[config.mk]
export PLATFORM = sky130hd
export DESIGN_NAME = shufflenetv2_mul_share_arb
export DESIGN_NICKNAME = d
export VERILOG_FILES = /design/src/rtl/shufflenetv2_mul_share_arb.sv
export SDC_FILE = /design/constraint.sdc
export NUM_CORES = 1
export LEC_CHECK = 0
export ABC_AREA = 1
export BUFFER_PORTS_ARGS = -buffer_cell sky130_fd_sc_hd__buf_2
export CAP_MARGIN = 20
export CORE_ASPECT_RATIO = 0.75
export CORE_MARGIN = 2
export CORE_UTILIZATION = 55
export CTS_CLUSTER_SIZE = 20
export DETAILED_ROUTE_END_ITERATION = 7
export GPL_TIMING_DRIVEN = 1
export HOLD_SLACK_MARGIN = 0.1
export PLACE_DENSITY_LB_ADDON = 0.25
export SLEW_MARGIN = 0
export SYNTH_ARGS = -nofsm -noshare
export SYNTH_HDL_FRONTEND = slang
export SYNTH_SLANG_ARGS = --single-unit
[constraint.sdc]
create_clock -name ap_clk -period 8.8 [get_ports ap_clk]
set_input_delay 0.44 -clock ap_clk [delete_from_list [all_inputs] [get_ports ap_clk]]
set_output_delay 0.44 -clock ap_clk [all_outputs]
set_load 0.05 [all_outputs]
[src/rtl/shufflenetv2_mul_share_arb.sv]
// shufflenetv2_mul_share_arb: round-robin arbiter sharing one pipelined 13x11 multiplier among four requesters
module shufflenetv2_mul_share_arb #(
  parameter int MUL_LAT = 2,
  parameter int NUM_REQ = 4
) (
  input  logic                  ap_clk,
  input  logic                  ap_rst,
  input  logic [NUM_REQ-1:0]    req_valid,
  output logic [NUM_REQ-1:0]    req_ready,
  input  logic [13*NUM_REQ-1:0] req_a,
  input  logic [11*NUM_REQ-1:0] req_b,
  output logic                  out_valid,
  input  logic                  out_ready,
  output logic [23:0]           out_p,
  output logic [1:0]            out_id,
  output logic [15:0]           issue_cnt,
  output logic                  idle
);
  logic [MUL_LAT-1:0] sv;
  logic [23:0] sp [MUL_LAT];
  logic [1:0] sid [MUL_LAT];
  logic [1:0] rr_ptr, off, g;
  logic [2:0] rot;
  logic adv, xfer;
  logic [23:0] prod;
  assign adv = !sv[MUL_LAT-1] || out_ready;
  assign rot = 3'({req_valid, req_valid} >> rr_ptr);
  assign off = rot[0] ? 2'd0 : rot[1] ? 2'd1 : rot[2] ? 2'd2 : 2'd3;
  assign g = rr_ptr + off;
  assign xfer = adv && |req_valid && !ap_rst;
  assign req_ready = xfer ? {{(NUM_REQ-1){1'b0}}, 1'b1} << g : '0;
  assign prod = 24'(req_a[13*g +: 13]) * 24'(req_b[11*g +: 11]);
  assign out_valid = sv[MUL_LAT-1];
  assign out_p = out_valid ? sp[MUL_LAT-1] : '0;
  assign out_id = out_valid ? sid[MUL_LAT-1] : '0;
  assign idle = !(|sv) && !(|req_valid);
  // stage valids, round-robin pointer and issue counter; everything holds while the output stalls
  always_ff @(posedge ap_clk or posedge ap_rst)
    if (ap_rst) begin
      sv <= '0;
      rr_ptr <= '0;
      issue_cnt <= '0;
    end else if (adv) begin
      sv <= MUL_LAT'({sv, xfer});
      if (xfer) begin
        rr_ptr <= g + 2'd1;
        issue_cnt <= issue_cnt + 16'd1;
      end
    end
  // product and id payload; contents behind a cleared valid are don't-care
  always_ff @(posedge ap_clk)
    if (adv) begin
      sp[0] <= prod;
      sid[0] <= g;
      for (int i = 1; i < MUL_LAT; i++) begin
        sp[i] <= sp[i-1];
        sid[i] <= sid[i-1];
      end
    end
endmodule

Yosys cells after proc, flatten, opt, wreduce, memory -nomap -nowiden
Memory sizes are Yosys's and may differ from the RTL's.
Cells that the tools add are included.
{"block": "word_totals", "reg_bits": 20, "elab_cells": 34, "ramBits": 52, "latch_bits": 0, "memories": 2, "rom_bits": 0, "input_bits": 103}
{"block": "classes", "reduce_logical": 11, "multipliers": 3, "shifts": 4, "add_sub_neg": 3, "n_bitwise": 0, "order_cmp": 0, "eq_ne": 0, "n_mux": 8, "n_div": 0}
{"name": "sp", "words": 2, "word_bits": 24, "rd": 2, "rd_clocked_by_memory_dff": 0, "wr": 2, "line_no": "20", "rtl": "logic [23:0] sp [MUL_LAT];"}
{"name": "sid", "words": 2, "word_bits": 2, "rd": 2, "rd_clocked_by_memory_dff": 0, "wr": 2, "line_no": "21", "rtl": "logic [1:0] sid [MUL_LAT];"}
{"operator": "variable part select 52 x 7 -> 13 bit", "count": 1}
{"operator": "variable part select 44 x 7 -> 11 bit", "count": 1}
{"operator": "multiplier 13 x 11 -> 24 bit", "count": 1}
{"operator": "two-way mux 24 bit", "count": 1}
{"operator": "adder 16 x 1 -> 16 bit, second input constant", "count": 1}
{"operator": "multiplier 4 x 2 -> 6 bit, first input constant", "count": 2}
{"operator": ">> shifter 8 x 2 -> 3 bit", "count": 1}
{"operator": "two-way mux 2 bit", "count": 3}
{"operator": "logical NOT 1 bit", "count": 4}
{"operator": "two-way mux 4 bit", "count": 1}
{"operator": "OR reduction 4 bit", "count": 1}
{"operator": "<< shifter 1 x 2 -> 4 bit, first input constant", "count": 1}
{"operator": "logical AND 1 bit", "count": 3}
{"operator": "two-way mux 1 bit", "count": 3}
{"operator": "adder 2 x 1 -> 2 bit, second input constant", "count": 1}
{"operator": "adder 2 bit", "count": 1}
{"operator": "AND reduction 2 bit", "count": 1}
{"operator": "OR reduction 2 bit", "count": 1}
{"operator": "logical OR 1 bit", "count": 1}

Depth between registers and ports, before layout
Gate-level depths: netlist (run 1).
{"block": "logic_depth", "word_depth": 8, "depth_mapped": 36, "ltp_nobuf": 33}

Worst setup path before layout (run 1)
Ideal clock, no wire load.
{"block": "synth_timing", "kind": "reg-to-reg", "start": "register rr_ptr[0]", "end": "memory sp[0][23] (data pin)", "path_stages_with_launch": 31, "n_path_buf": 3, "setup_ns": 0.261, "synth_period_minus_slack_ns": 6.232, "arrival_ns": 5.972, "required_time_ns": 8.539, "setup_slack_ns": 2.568, "cell_sequence": "dfrtp_1 -> o21ai_1 -> nor2_1 -> nor2_1 -> o22ai_1 -> ha_1 -> clkbuf_1 -> inv_1 -> buf_2 -> buf_2 -> nor2_1 -> nor2_1 -> nand3_1 -> nand2_1 -> nand2_1 -> fa_1 -> inv_1 -> fa_1 -> fa_1 -> fa_1 -> inv_1 -> fa_1 -> inv_1 -> ha_1 -> nand2_1 -> inv_1 -> a21oi_1 -> o21ai_0 -> nand2_1 -> nand3_1 -> xor2_1"}
{"item": "start: declaration", "line_no": "22", "rtl": "logic [1:0] rr_ptr, off, g;"}
{"item": "start signal: assignment", "line_no": "46", "rtl": "rr_ptr <= g + 2'd1;"}
{"item": "end: declaration", "line_no": "20"}

==> metrics.txt, run 1 <==
# TYPE chip_impl_metric gauge
chip_impl_metric{name="antenna_cells_inserted",unit=""} 0
chip_impl_info{name="top_usage_layer_grt",value="met2"} 1
chip_impl_metric{name="postRouteAntennaNets",unit=""} 0
chip_impl_metric{name="vias_in_the_first_global_route",unit=""} 7768
chip_impl_metric{name="critical_path_buffers_and_inverters",unit=""} 6
chip_impl_info{name="tritoncts",value="yes"} 1
chip_impl_info{name="slowest_stage",value="sky130_fd_sc_hd__nand2_2"} 1
chip_impl_metric{name="routability_congestion_estimate",unit=""} 0.9812
chip_impl_info{name="cp-startpoint",value="rr_ptr[0]"} 1
chip_impl_metric{name="cap_violations",unit=""} 0
chip_impl_info{name="cp_top_family",value="adder cells"} 1
chip_impl_metric{name="cts-hold-fix-buffers",unit=""} 0
chip_impl_info{name="critical_path_class",value="reg2reg"} 1
chip_impl_metric{name="drive_above_1_share",unit="%"} 13.74
chip_impl_metric{name="aggregate_global_routing_overflow",unit=""} 0
chip_impl_metric{name="initial_core_util",unit="%"} 56.65
chip_impl_metric{name="cts-buffers-inserted",unit=""} 9
chip_impl_metric{name="totalNegativeSetupSlack",unit="ns"} 0
chip_impl_info{name="result_of_the_run",value="finished clean"} 1
chip_impl_metric{name="drc",unit=""} 0
chip_impl_metric{name="firstDrtPassIters",unit=""} 5
chip_impl_metric{name="dieArea",unit="um2"} 17650
chip_impl_metric{name="fp.dieW",unit="um"} 152.8
chip_impl_metric{name="timing_max_transition_violations_final",unit=""} 0
chip_impl_metric{name="globalRouteMet1Util",unit="%"} 36.26
chip_impl_info{name="critical_path.startpoint_type",value="flop"} 1
chip_impl_metric{name="cts_post_setup_buffers_inserted",unit=""} 0
chip_impl_info{name="clock_root_buffer_master",value="sky130_fd_sc_hd__clkbuf_16"} 1
chip_impl_metric{name="fmax",unit="MHz"} 136.6
chip_impl_metric{name="grt_antenna_before_repair",unit=""} 0
chip_impl_metric{name="worst-endpoint-required",unit="ns"} 8.87
chip_impl_metric{name="use_met2",unit="%"} 42.84
chip_impl_metric{name="worst_setup_hold_path_clk_slew",unit="ns"} 0.06
chip_impl_info{name="leading_area_contributor_after_synthesis",value="sky130_fd_sc_hd__fa_1"} 1
chip_impl_metric{name="dieHeight",unit="um"} 115.6
chip_impl_metric{name="core.rowCount",unit=""} 40
chip_impl_info{name="worst_r2r_startpoint",value="rr_ptr[0]"} 1
chip_impl_metric{name="area.growth.synth_to_final",unit="%"} 13.16
chip_impl_metric{name="fin_worst_skew",unit="ns"} 0.006422
chip_impl_metric{name="synthesis.instances",unit=""} 1236
chip_impl_metric{name="syn_area_per_cell",unit="um2"} 7.386
chip_impl_metric{name="netlist-cell-type-count",unit=""} 29
chip_impl_metric{name="route.detailed.wl_per_inst",unit="um"} 13.85
chip_impl_metric{name="layout.nets",unit=""} 1640
chip_impl_metric{name="cts_repair_resize_count",unit=""} 0
chip_impl_metric{name="io-pin-count",unit=""} 151
chip_impl_metric{name="timing.slew.headroom",unit="%"} 41.85
chip_impl_metric{name="grt.met3_usage",unit="%"} 5.722
chip_impl_info{name="worstHoldPathType",value="in2async"} 1
chip_impl_metric{name="drt-total-wl",unit="mm"} 21.97
chip_impl_metric{name="htree_levels",unit=""} 3
chip_impl_metric{name="largest_net_degree_at_the_start_of_global_routing",unit=""} 56
chip_impl_metric{name="synth-seq-cells",unit=""} 72
chip_impl_metric{name="syn_area",unit="um2"} 9129
chip_impl_metric{name="core_region_area",unit="um2"} 16120
chip_impl_metric{name="port-buffer-count",unit=""} 150
chip_impl_metric{name="synth_sequential_area_ratio",unit="%"} 22.59
chip_impl_metric{name="tightest_slew",unit="ns"} 0.8692
chip_impl_metric{name="synthesis.nets",unit=""} 1505
chip_impl_metric{name="groute.usage.overall",unit="%"} 26.23
chip_impl_metric{name="clockBufferDepth",unit=""} 2
chip_impl_metric{name="dr_total_vias",unit=""} 8003
chip_impl_info{name="timing.critical_path.to_type",value="flop"} 1
chip_impl_metric{name="drtIter0Drc",unit=""} 549
chip_impl_metric{name="detail_route.vias_per_cell",unit=""} 5.046
chip_impl_metric{name="setup_violations",unit=""} 0
chip_impl_metric{name="clock-sinks",unit=""} 72
chip_impl_metric{name="synthesis.yosys.warnings",unit=""} 0
chip_impl_metric{name="period_needed",unit="ns"} 7.320
chip_impl_info{name="rsz0062_at_grt",value="false"} 1
chip_impl_metric{name="finalHoldViolCount",unit=""} 0
chip_impl_metric{name="worst_ep_arrival",unit="ns"} 7.39
chip_impl_metric{name="clk-insertion-delay-late",unit="ns"} 0.34
chip_impl_metric{name="critical_path.max_stage_delay",unit="ns"} 0.70
chip_impl_metric{name="dp.final_hpwl",unit="mm"} 18.01
chip_impl_metric{name="final.period_utilization",unit="%"} 83.19
chip_impl_info{name="main_area_contributors_after_synthesis",value="sky130_fd_sc_hd__fa_1, sky130_fd_sc_hd__edfxtp_1, sky130_fd_sc_hd__nand2_1"} 1
chip_impl_metric{name="crit_fanout",unit=""} 51
chip_impl_metric{name="yosys.area.top_type_share",unit="%"} 21.49
chip_impl_metric{name="grt_first_pass_wirelength",unit="mm"} 36.73
-- state kept, by name, indices dropped and copies added, names as in the netlist --
signal	flops
issue_cnt	16
sid	4
rr_ptr	2
sv	2
sp	48
-- logic make-up (layout without fill, tap and decap cells) --
group | count (synthesis) | count (layout) | share of synthesized area (%)
buffers and inverters | 281 | 421 | 12.45
DFF | 72 | 72 | 22.59
and+or+nand+nor | 645 | 645 | 28.55
adders and majority gates | 166 | 166 | 30.81
xor gates and xnor gates | 32 | 32 | 3.070
AOI/OAI and AO/OA | 40 | 40 | 2.536
-- cells in the mapped netlist --
library cell	instances
sky130_fd_sc_hd__buf_1	2
sky130_fd_sc_hd__or2_2	1
sky130_fd_sc_hd__edfxtp_1	52
sky130_fd_sc_hd__ha_1	68
sky130_fd_sc_hd__o22ai_1	1
sky130_fd_sc_hd__buf_2	11
sky130_fd_sc_hd__nor2_1	242
sky130_fd_sc_hd__clkbuf_1	8
sky130_fd_sc_hd__nand3_1	65
sky130_fd_sc_hd__dfrtp_1	20
sky130_fd_sc_hd__o21bai_1	1
sky130_fd_sc_hd__inv_2	1
sky130_fd_sc_hd__nand3b_1	5
sky130_fd_sc_hd__a21o_1	6
sky130_fd_sc_hd__nand2_2	11
sky130_fd_sc_hd__buf_4	6
sky130_fd_sc_hd__fa_1	98
sky130_fd_sc_hd__nor3_1	5
sky130_fd_sc_hd__nand2_1	301
sky130_fd_sc_hd__xnor2_1	9
sky130_fd_sc_hd__o21a_1	5
sky130_fd_sc_hd__xor2_1	23
sky130_fd_sc_hd__nand4_1	12
sky130_fd_sc_hd__nand3_2	3
sky130_fd_sc_hd__buf_6	6
sky130_fd_sc_hd__inv_1	247
sky130_fd_sc_hd__o21ai_0	8
sky130_fd_sc_hd__o21ai_1	2
sky130_fd_sc_hd__a21oi_1	17
-- through the flow --
| step | hold slack (ns) | worst slack, ns | cells | instance area (um2) | utilization (%) |
|---|---|---|---|---|---|
| 3_3_place_gp | 0.4013 | 1.438 | 1569 | 9985 | 61.96 |
| 6_report | 0.2358 | 1.480 | 1586 | 10330 | 64.10 |
| 3_5_place_dp | 0.4045 | 1.509 | 1570 | 10010 | 62.13 |
| 4_1_cts | 0.2524 | 1.546 | 1586 | 10330 | 64.10 |
| 2_1_floorplan | 0.4003 | 2.568 | 1236 | 9129 | - |
| 5_1_grt | 0.3027 | 0.9476 | 1586 | 10330 | 64.10 |
-- metal layers --
metal	routed length [um]	vias to the layer above
met3	1827	27
met4	311	0
met2	9647	282
met1	10180	3725
li1	-	3969
met5	0	-
-- layout by cell type (no fill, tap or decap), types with 10 or more instances in the layout --
| cell type | Yosys | layout |
|---|---|---|
| sky130_fd_sc_hd__nand4_1 | 12 | 12 |
| sky130_fd_sc_hd__xor2_1 | 23 | 23 |
| sky130_fd_sc_hd__nor2_1 | 242 | 242 |
| sky130_fd_sc_hd__nand2_1 | 301 | 300 |
| sky130_fd_sc_hd__ha_1 | 68 | 68 |
| sky130_fd_sc_hd__a21oi_1 | 17 | 17 |
| sky130_fd_sc_hd__edfxtp_1 | 52 | 52 |
| sky130_fd_sc_hd__buf_2 | 11 | 150 |
| sky130_fd_sc_hd__clkbuf_16 | 0 | 10 |
| sky130_fd_sc_hd__inv_1 | 247 | 247 |
| sky130_fd_sc_hd__dfrtp_1 | 20 | 20 |
| sky130_fd_sc_hd__nand3_1 | 65 | 65 |
| sky130_fd_sc_hd__nand2_2 | 11 | 12 |
| sky130_fd_sc_hd__fa_1 | 98 | 98 |
-- layout make-up --
cell class / instances / area, um2
clock buffer: 12 / 267.8
clock inverter: 4 / 50.05
fill: 1463 / 5786
inverter: 248 / 930.9
multi-input combinational: 883 / 5933
sequential: 72 / 2062
tap: 210 / 262.8
timing repair buffer: 157 / 823.3
-- worst paths after layout --
check,endpoint,slack [ns],depth (start not counted)
max in group asynchronous,sv[1],8.08,2
worst max-delay path,sp[0][23],1.48,28
min in group ap_clk,sp[0][36],0.42,0
worst min register to register,sp[0][36],0.42,0
worst max register to register,sp[0][23],1.48,28
worst min-delay path,issue_cnt[12],0.24,2
Power of run 1 is left out: the tool's default activity adds up to more than one toggle a clock period on the data nets, which glitch-free logic cannot reach.
==> run 2: changes to the inputs <==
--- a/config.mk
+++ b/config.mk
@@ -5,7 +5,7 @@
 export SDC_FILE = /design/constraint.sdc
 export NUM_CORES = 1
 export LEC_CHECK = 0
-export ABC_AREA = 1
+export ABC_AREA = 0
 export BUFFER_PORTS_ARGS = -buffer_cell sky130_fd_sc_hd__buf_2
 export CAP_MARGIN = 20
 export CORE_ASPECT_RATIO = 0.75
==> constraint.sdc (replaced) <==
create_clock -name ap_clk -period 7.49 [get_ports ap_clk]
set_input_delay 0.3745 -clock ap_clk [delete_from_list [all_inputs] [get_ports ap_clk]]
set_output_delay 0.3745 -clock ap_clk [all_outputs]
set_load 0.05 [all_outputs]
==> run 2 against run 1 <==
  * Register-to-register slack worse by 1.2 ns
  * Fmax rose by 1.8%
  * Final cell count is 29% lower
  * Via count down 26%
  * Clock-buffer cell count is 2 lower
  * Wire length decreased by 20%
  * Hold slack got worse by 0.028 ns
  * Die area fell by 9.3%
==> metrics.txt, run 2 <==
# TYPE chip_impl_metric gauge
chip_impl_metric{name="layout.nets",unit=""} 1189
chip_impl_metric{name="antenna_cells_inserted",unit=""} 0
chip_impl_metric{name="final.period_utilization",unit="%"} 96.01
chip_impl_metric{name="synth_sequential_area_ratio",unit="%"} 24.99
chip_impl_metric{name="totalNegativeSetupSlack",unit="ns"} 0
chip_impl_info{name="result_of_the_run",value="finished clean"} 1
chip_impl_info{name="timing.critical_path.to_type",value="flop"} 1
chip_impl_metric{name="synth-seq-cells",unit=""} 72
chip_impl_metric{name="aggregate_global_routing_overflow",unit=""} 0
chip_impl_metric{name="n_fill_cell",unit=""} 1165
chip_impl_metric{name="dpl_cell_area",unit="um2"} 9117
chip_impl_info{name="worstHoldPathType",value="in2async"} 1
chip_impl_metric{name="routedLengthMet1",unit="mm"} 8.285
chip_impl_metric{name="io-pin-count",unit=""} 151
chip_impl_info{name="commonest_cells_after_routing_fill_and_taps_aside",value="sky130_fd_sc_hd__buf_2, sky130_fd_sc_hd__inv_1, sky130_fd_sc_hd__and2_1"} 1
chip_impl_metric{name="dieArea",unit="um2"} 16010
chip_impl_metric{name="fin_cells",unit=""} 1125
chip_impl_metric{name="asyncSetResetFlopFracSynth",unit="%"} 27.78
chip_impl_metric{name="fin_area",unit="um2"} 9542
chip_impl_metric{name="critical_path_buffers_and_inverters",unit=""} 3
chip_impl_metric{name="tightest_slew",unit="ns"} 1.018
chip_impl_metric{name="multi_input_comb_area",unit="um2"} 5431
chip_impl_metric{name="clk-insertion-delay-late",unit="ns"} 0.34
chip_impl_metric{name="worst-endpoint-required",unit="ns"} 7.57
chip_impl_metric{name="syn_area_per_cell",unit="um2"} 10.71
chip_impl_metric{name="drive_above_1_share",unit="%"} 24.86
chip_impl_metric{name="synthesis.instances",unit=""} 770
chip_impl_metric{name="postRouteAntennaNets",unit=""} 0
chip_impl_info{name="clock_root_buffer_master",value="sky130_fd_sc_hd__clkbuf_16"} 1
chip_impl_metric{name="cts-buffers-inserted",unit=""} 9
chip_impl_info{name="rsz0062_at_grt",value="false"} 1
chip_impl_metric{name="synth_enable_flop_cells",unit=""} 52
chip_impl_metric{name="worst_ep_arrival",unit="ns"} 7.27
chip_impl_metric{name="synthesis.nets",unit=""} 1039
chip_impl_metric{name="yosys.area.top_type_share",unit="%"} 23.78
chip_impl_metric{name="core_region_area",unit="um2"} 14550
chip_impl_metric{name="timing.slew.headroom",unit="%"} 31.77
chip_impl_metric{name="finalHoldViolCount",unit=""} 0
chip_impl_metric{name="synthesis.yosys.warnings",unit=""} 0
chip_impl_metric{name="met3WireLength",unit="mm"} 1.182
chip_impl_info{name="main_area_contributors_after_synthesis",value="sky130_fd_sc_hd__fa_1, sky130_fd_sc_hd__edfxtp_1, sky130_fd_sc_hd__ha_1"} 1
chip_impl_metric{name="setup_violations",unit=""} 0
chip_impl_metric{name="largest_net_degree_at_the_start_of_global_routing",unit=""} 54
chip_impl_info{name="maxUsedRoutingLayer",value="met4"} 1
chip_impl_info{name="slowest_stage",value="sky130_fd_sc_hd__mux4_2"} 1
chip_impl_metric{name="timing_max_transition_violations_final",unit=""} 0
chip_impl_metric{name="cts-hold-fix-buffers",unit=""} 0
chip_impl_metric{name="timing.reg2reg.setup_slack",unit="ns"} 0.30
chip_impl_metric{name="dieHeight",unit="um"} 110.1
chip_impl_metric{name="dp.final_hpwl",unit="mm"} 14.24
chip_impl_info{name="timing.critical_path.mode_cell",value="sky130_fd_sc_hd__fa_1"} 1
chip_impl_metric{name="dr_total_vias",unit=""} 5903
chip_impl_info{name="yosys.cell_count.top_type",value="sky130_fd_sc_hd__inv_1"} 1
chip_impl_metric{name="grt_antenna_before_repair",unit=""} 0
chip_impl_metric{name="period_needed",unit="ns"} 7.191
chip_impl_info{name="largest_register",value="sp"} 1
chip_impl_metric{name="initial_core_util",unit="%"} 56.71
chip_impl_metric{name="core.rowCount",unit=""} 38
chip_impl_info{name="netlist_top_cells_count",value="sky130_fd_sc_hd__inv_1, sky130_fd_sc_hd__and2_1, sky130_fd_sc_hd__fa_1"} 1
chip_impl_metric{name="fin_worst_skew",unit="ns"} 0.006087
chip_impl_metric{name="firstDrtPassIters",unit=""} 5
chip_impl_metric{name="number_of_flip_flops_in_the_largest_register",unit=""} 48
chip_impl_metric{name="netlist-cell-type-count",unit=""} 53
chip_impl_metric{name="critical_path.max_stage_delay",unit="ns"} 0.68
chip_impl_metric{name="sequential_cell_area",unit="um2"} 2063
chip_impl_metric{name="fmax",unit="MHz"} 139.1
chip_impl_metric{name="drt-total-wl",unit="mm"} 17.58
chip_impl_metric{name="grt_first_pass_wirelength",unit="mm"} 28.11
chip_impl_info{name="critical_path_class",value="reg2reg"} 1
chip_impl_metric{name="worst_setup_hold_path_clk_slew",unit="ns"} 0.06
chip_impl_info{name="tritoncts",value="yes"} 1
chip_impl_info{name="yosys_most_used_dff",value="sky130_fd_sc_hd__edfxtp_1"} 1
chip_impl_metric{name="drc",unit=""} 0
chip_impl_info{name="layout_commonest_cell",value="sky130_fd_sc_hd__buf_2"} 1
chip_impl_info{name="leading_area_contributor_after_synthesis",value="sky130_fd_sc_hd__fa_1"} 1
chip_impl_metric{name="clockBufferDepth",unit=""} 2
chip_impl_metric{name="groute.usage.overall",unit="%"} 22.44
chip_impl_info{name="critical_path.startpoint_type",value="flop"} 1
chip_impl_metric{name="fp.dieW",unit="um"} 145.4
chip_impl_metric{name="routability_congestion_estimate",unit=""} 0.8811
chip_impl_metric{name="crit_fanout",unit=""} 14
chip_impl_metric{name="cap_violations",unit=""} 0
chip_impl_metric{name="port-buffer-count",unit=""} 150
chip_impl_metric{name="vias_in_the_first_global_route",unit=""} 5882
chip_impl_metric{name="area.growth.synth_to_final",unit="%"} 15.65
chip_impl_info{name="cp_top_family",value="adder cells"} 1
chip_impl_metric{name="clock-sinks",unit=""} 72
chip_impl_metric{name="syn_area",unit="um2"} 8250
chip_impl_metric{name="detail_route.vias_per_cell",unit=""} 5.247
chip_impl_metric{name="drtIter0Drc",unit=""} 346
chip_impl_metric{name="htree_levels",unit=""} 3
chip_impl_metric{name="post-place-cells",unit=""} 1100
chip_impl_info{name="layout_top_registers",value="sp: 48 flops, issue_cnt: 16 flops, sid: 4 flops"} 1
chip_impl_metric{name="route.detailed.wl_per_inst",unit="um"} 15.63
chip_impl_metric{name="wl_met2",unit="mm"} 7.944
chip_impl_info{name="cp_cell_sequence",value="nand2_1 > nor2_1 > a211oi_1 > a31oi_1 > a211o_2 > ha_1 > buf_4 > mux4_2 > and2_1 > fa_1 > fa_1 > fa_1 > fa_1 > inv_1 > fa_1 > inv_1 > ha_2 > nand2_1 > or4_1 > o211ai_1 > a41oi_1 > xnor2_1"} 1
-- run 2: changes by cell type in the layout (fill, tap and decap cells not counted), moves of 22 or more --
| cell | before | now |
|---|---|---|
| sky130_fd_sc_hd__and2_1 | 0 | 101 |
| sky130_fd_sc_hd__inv_1 | 247 | 128 |
| sky130_fd_sc_hd__mux4_2 | 0 | 22 |
| sky130_fd_sc_hd__nand2_1 | 300 | 85 |
| sky130_fd_sc_hd__nand3_1 | 65 | 8 |
| sky130_fd_sc_hd__nor2_1 | 242 | 14 |
-- run 2: timing repair --
item,in CTS,in global routing
setup buffers,0,9
resized for setup,0,10
endpoints found under the setup margin,0,10
hold endpoints to repair,0,0
-- run 2: cell families after synthesis --
kind of cell	share of synthesized area (%)
multiplexers	7.279
buffers and inverters	9.145
flip-flops	24.99
AO/OA/AOI/OAI	5.020
XOR/XNOR	4.049
AND/OR/NAND/NOR	15.42
adder cells (fa/ha/maj)	34.09
-- run 2: area by class of cell --
class                      count  area share, %
clock buffer                  10          2.505
sequential                    72          21.62
clock inverter                 6          1.206
timing repair buffer         175          10.01
multi-input combinational    532          56.92
inverter                     130          5.114
tap                          200          2.623
-- run 2: stage by stage --
stage	utilization, %	hold WS, ns	setup WS [ns]
after floorplan	-	0.3383	0.1863
after global placement	62.67	0.4010	0.1968
after detailed placement	62.67	0.4045	0.1225
after CTS	65.10	0.2260	0.1026
after global routing	65.58	0.2691	0.004189
final	65.58	0.2075	0.2991
-- run 2: worst reg2reg max path: cells and delay by family (launching register included) --
family	cells	cell delay (ns)
adders and majority gates	7	3.32
and+or+nand+nor	5	1.01
AOI/OAI and AO/OA	5	0.94
muxes	1	0.69
DFF	1	0.47
buffers and inverters	3	0.37
xor gates and xnor gates	1	0.15
-- run 2: final timing paths --
check | cells past startpoint | start | to
max in group asynchronous | 2 | ap_rst | rr_ptr[0]
setup / recovery | 22 | rr_ptr[0] | sp[0][20]
setup reg to reg | 22 | rr_ptr[0] | sp[0][20]
min in group ap_clk | 3 | out_ready | sv[0]
hold reg to reg | 0 | sp[0][18] | sp[0][42]
hold / removal | 2 | ap_rst | rr_ptr[1]
-- run 2: per-layer routing --
layer / vias up / GRT usage [%]
met5: - / 0
met4: 0 / 6.022
met3: 12 / 4.938
met2: 220 / 35.21
met1: 2877 / 32.12
li1: 2794 / -
Power of run 2 is left out for the same reason.
==> run 3: changes to the inputs <==
--- a/config.mk
+++ b/config.mk
@@ -15,7 +15,7 @@
 export DETAILED_ROUTE_END_ITERATION = 7
 export GPL_TIMING_DRIVEN = 1
 export HOLD_SLACK_MARGIN = 0.1
-export PLACE_DENSITY_LB_ADDON = 0.25
+export PLACE_DENSITY_LB_ADDON = 0.08
 export SLEW_MARGIN = 0
 export SYNTH_ARGS = -nofsm -noshare
 export SYNTH_HDL_FRONTEND = slang
==> run 3 against run 2 <==
  * Wire length rose by 5.6%
  * Non-clock buffer count up 2
  * Fmax increased by 0.37%
  * Critical path depth up 3
  * Utilization about the same
  * Clock skew about the same
  * Largest cell class unchanged
==> metrics.txt, run 3 (synthesized netlist as in run 2, its figures left out) <==
# TYPE chip_impl_metric gauge
chip_impl_info{name="result_of_the_run",value="finished clean"} 1
chip_impl_metric{name="dp.final_hpwl",unit="mm"} 15.47
chip_impl_info{name="tritoncts",value="yes"} 1
chip_impl_metric{name="n_fill_cell",unit=""} 1197
chip_impl_metric{name="number_of_flip_flops_in_the_largest_register",unit=""} 48
chip_impl_metric{name="critical_path.max_stage_delay",unit="ns"} 0.55
chip_impl_metric{name="cap_violations",unit=""} 0
chip_impl_metric{name="fmax",unit="MHz"} 139.6
chip_impl_metric{name="clk-insertion-delay-late",unit="ns"} 0.34
chip_impl_metric{name="firstDrtPassIters",unit=""} 4
chip_impl_metric{name="routability_congestion_estimate",unit=""} 0.8731
chip_impl_metric{name="vias_in_the_first_global_route",unit=""} 6055
chip_impl_metric{name="hold_slack",unit="ns"} 0.2001
chip_impl_metric{name="final.period_utilization",unit="%"} 95.65
chip_impl_metric{name="period_needed",unit="ns"} 7.165
chip_impl_metric{name="tightest_slew",unit="ns"} 0.9947
chip_impl_metric{name="largest_net_degree_at_the_start_of_global_routing",unit=""} 54
chip_impl_info{name="timing.critical_path.to_type",value="flop"} 1
chip_impl_metric{name="route.detailed.wl_per_inst",unit="um"} 16.46
chip_impl_metric{name="detail_route.vias_per_cell",unit=""} 5.199
chip_impl_metric{name="fin_cells",unit=""} 1128
chip_impl_metric{name="grt.met3_usage",unit="%"} 4.774
chip_impl_info{name="critical_path.startpoint_type",value="flop"} 1
chip_impl_metric{name="cts-hold-fix-buffers",unit=""} 0
chip_impl_metric{name="area.growth.synth_to_final",unit="%"} 15.67
chip_impl_info{name="timing.critical_path.mode_cell",value="sky130_fd_sc_hd__fa_1"} 1
chip_impl_metric{name="io-pin-count",unit=""} 151
chip_impl_metric{name="use_met2",unit="%"} 38.90
chip_impl_metric{name="layout.nets",unit=""} 1191
chip_impl_metric{name="drt-total-wl",unit="mm"} 18.57
chip_impl_info{name="layout_commonest_cell",value="sky130_fd_sc_hd__buf_2"} 1
chip_impl_metric{name="worst-endpoint-required",unit="ns"} 7.57
chip_impl_metric{name="initial_core_util",unit="%"} 56.71
chip_impl_metric{name="cts-buffers-inserted",unit=""} 9
chip_impl_metric{name="port-buffer-count",unit=""} 150
chip_impl_metric{name="clockBufferDepth",unit=""} 2
chip_impl_metric{name="setup_violations",unit=""} 0
chip_impl_info{name="worstHoldPathType",value="in2async"} 1
chip_impl_metric{name="aggregate_global_routing_overflow",unit=""} 0
chip_impl_info{name="layout_top_registers",value="sp: 48 flops, issue_cnt: 16 flops, sid: 4 flops"} 1
chip_impl_metric{name="clock-sinks",unit=""} 72
chip_impl_metric{name="core_region_area",unit="um2"} 14550
chip_impl_metric{name="drc",unit=""} 0
chip_impl_info{name="commonest_cells_after_routing_fill_and_taps_aside",value="sky130_fd_sc_hd__buf_2, sky130_fd_sc_hd__inv_1, sky130_fd_sc_hd__and2_1"} 1
chip_impl_metric{name="dieArea",unit="um2"} 16010
chip_impl_info{name="critical_path_class",value="reg2reg"} 1
chip_impl_metric{name="timing.slew.headroom",unit="%"} 33.32
chip_impl_metric{name="crit_fanout",unit=""} 23
chip_impl_metric{name="worst_setup_hold_path_clk_slew",unit="ns"} 0.06
chip_impl_metric{name="postRouteAntennaNets",unit=""} 0
chip_impl_metric{name="timing_max_transition_violations_final",unit=""} 0
chip_impl_metric{name="post-place-cells",unit=""} 1095
chip_impl_metric{name="dieHeight",unit="um"} 110.1
chip_impl_metric{name="fp.dieW",unit="um"} 145.4
chip_impl_metric{name="globalRouteMet1Util",unit="%"} 33.11
chip_impl_metric{name="drtIter0Drc",unit=""} 410
chip_impl_metric{name="critical_path_buffers_and_inverters",unit=""} 5
chip_impl_metric{name="dr_total_vias",unit=""} 5864
chip_impl_metric{name="multi_input_comb_area",unit="um2"} 5436
chip_impl_metric{name="groute.usage.overall",unit="%"} 23.94
chip_impl_metric{name="drive_above_1_share",unit="%"} 24.92
chip_impl_metric{name="finalHoldViolCount",unit=""} 0
chip_impl_info{name="top_usage_layer_grt",value="met2"} 1
chip_impl_info{name="slowest_stage",value="sky130_fd_sc_hd__fa_1"} 1
chip_impl_metric{name="grt_antenna_before_repair",unit=""} 0
chip_impl_metric{name="worst_ep_arrival",unit="ns"} 7.25
chip_impl_metric{name="htree_levels",unit=""} 3
chip_impl_info{name="cp_top_family",value="adder cells"} 1
chip_impl_info{name="clock_root_buffer_master",value="sky130_fd_sc_hd__clkbuf_16"} 1
chip_impl_metric{name="grt_first_pass_wirelength",unit="mm"} 29.93
chip_impl_metric{name="core.rowCount",unit=""} 38
chip_impl_metric{name="fin_worst_skew",unit="ns"} 0.005853
chip_impl_metric{name="sequential_cell_area",unit="um2"} 2063
chip_impl_info{name="largest_register",value="sp"} 1
==> run 3: metal layers <==
metal	vias up	wire, um
met5	-	0
met1	2872	8647
li1	2792	-
met2	188	8680
met4	0	235
met3	12	1007
==> run 3: worst paths after layout <==
path	start	endpoint	slack, ns	cells after the start
setup reg to reg	rr_ptr[0]	sp[0][20]	0.33	25
hold reg to reg	sp[0][2]	sp[0][26]	0.42	0
hold / removal	ap_rst	issue_cnt[5]	0.20	2
setup / recovery	rr_ptr[0]	sp[0][20]	0.33	25
max in group asynchronous	ap_rst	rr_ptr[0]	6.75	2
min in group ap_clk	out_ready	sv[0]	0.41	3
==> run 3: layout make-up <==
class | instances | area share, %
inverter | 130 | 5.113
clock buffer | 9 | 2.360
antenna | 1 | 0.02622
clock inverter | 7 | 0.9965
timing repair buffer | 177 | 10.29
multi-input combinational | 532 | 56.97
tap | 200 | 2.622
sequential | 72 | 21.62
==> run 3: metrics by stage <==
step	setup TNS, ns	instance area, um2	setup WS (ns)	utilization (%)
floorplan	0	8250	0.1863	-
global placement	0	9080	0.2458	62.41
detailed placement	0	9080	0.1020	62.41
CTS	0	9400	0.07578	64.61
global route	-0.01169	9540	-0.01169	65.57
finish	0	9543	0.3254	65.59
==> run 3: worst register-to-register path, stage by stage, from the launching register on <==
cell and delay (ns):
sky130_fd_sc_hd__dfrtp_2 0.47, sky130_fd_sc_hd__nand2_1 0.11, sky130_fd_sc_hd__nor2_1 0.05, sky130_fd_sc_hd__a211oi_1 0.20, sky130_fd_sc_hd__a31oi_1 0.08, sky130_fd_sc_hd__a211o_2 0.28, sky130_fd_sc_hd__ha_1 0.24, sky130_fd_sc_hd__xnor2_4 0.29
sky130_fd_sc_hd__buf_12 0.21, sky130_fd_sc_hd__mux4_2 0.43, sky130_fd_sc_hd__and2_4 0.21, sky130_fd_sc_hd__fa_1 0.50, sky130_fd_sc_hd__inv_1 0.05, sky130_fd_sc_hd__fa_1 0.49, sky130_fd_sc_hd__inv_1 0.07, sky130_fd_sc_hd__fa_1 0.51
sky130_fd_sc_hd__fa_1 0.55, sky130_fd_sc_hd__inv_1 0.05, sky130_fd_sc_hd__fa_1 0.53, sky130_fd_sc_hd__inv_1 0.04, sky130_fd_sc_hd__ha_1 0.36, sky130_fd_sc_hd__nand2_1 0.11, sky130_fd_sc_hd__or4_1 0.53, sky130_fd_sc_hd__o211ai_1 0.24
sky130_fd_sc_hd__a41oi_1 0.16, sky130_fd_sc_hd__xnor2_1 0.14
==> run 3: timing repair <==
item                                    in CTS  in global routing
resized for setup                            0                 10
setup buffers                                0                 15
endpoints found under the setup margin       0                 10
Power of run 3 is left out for the same reason.
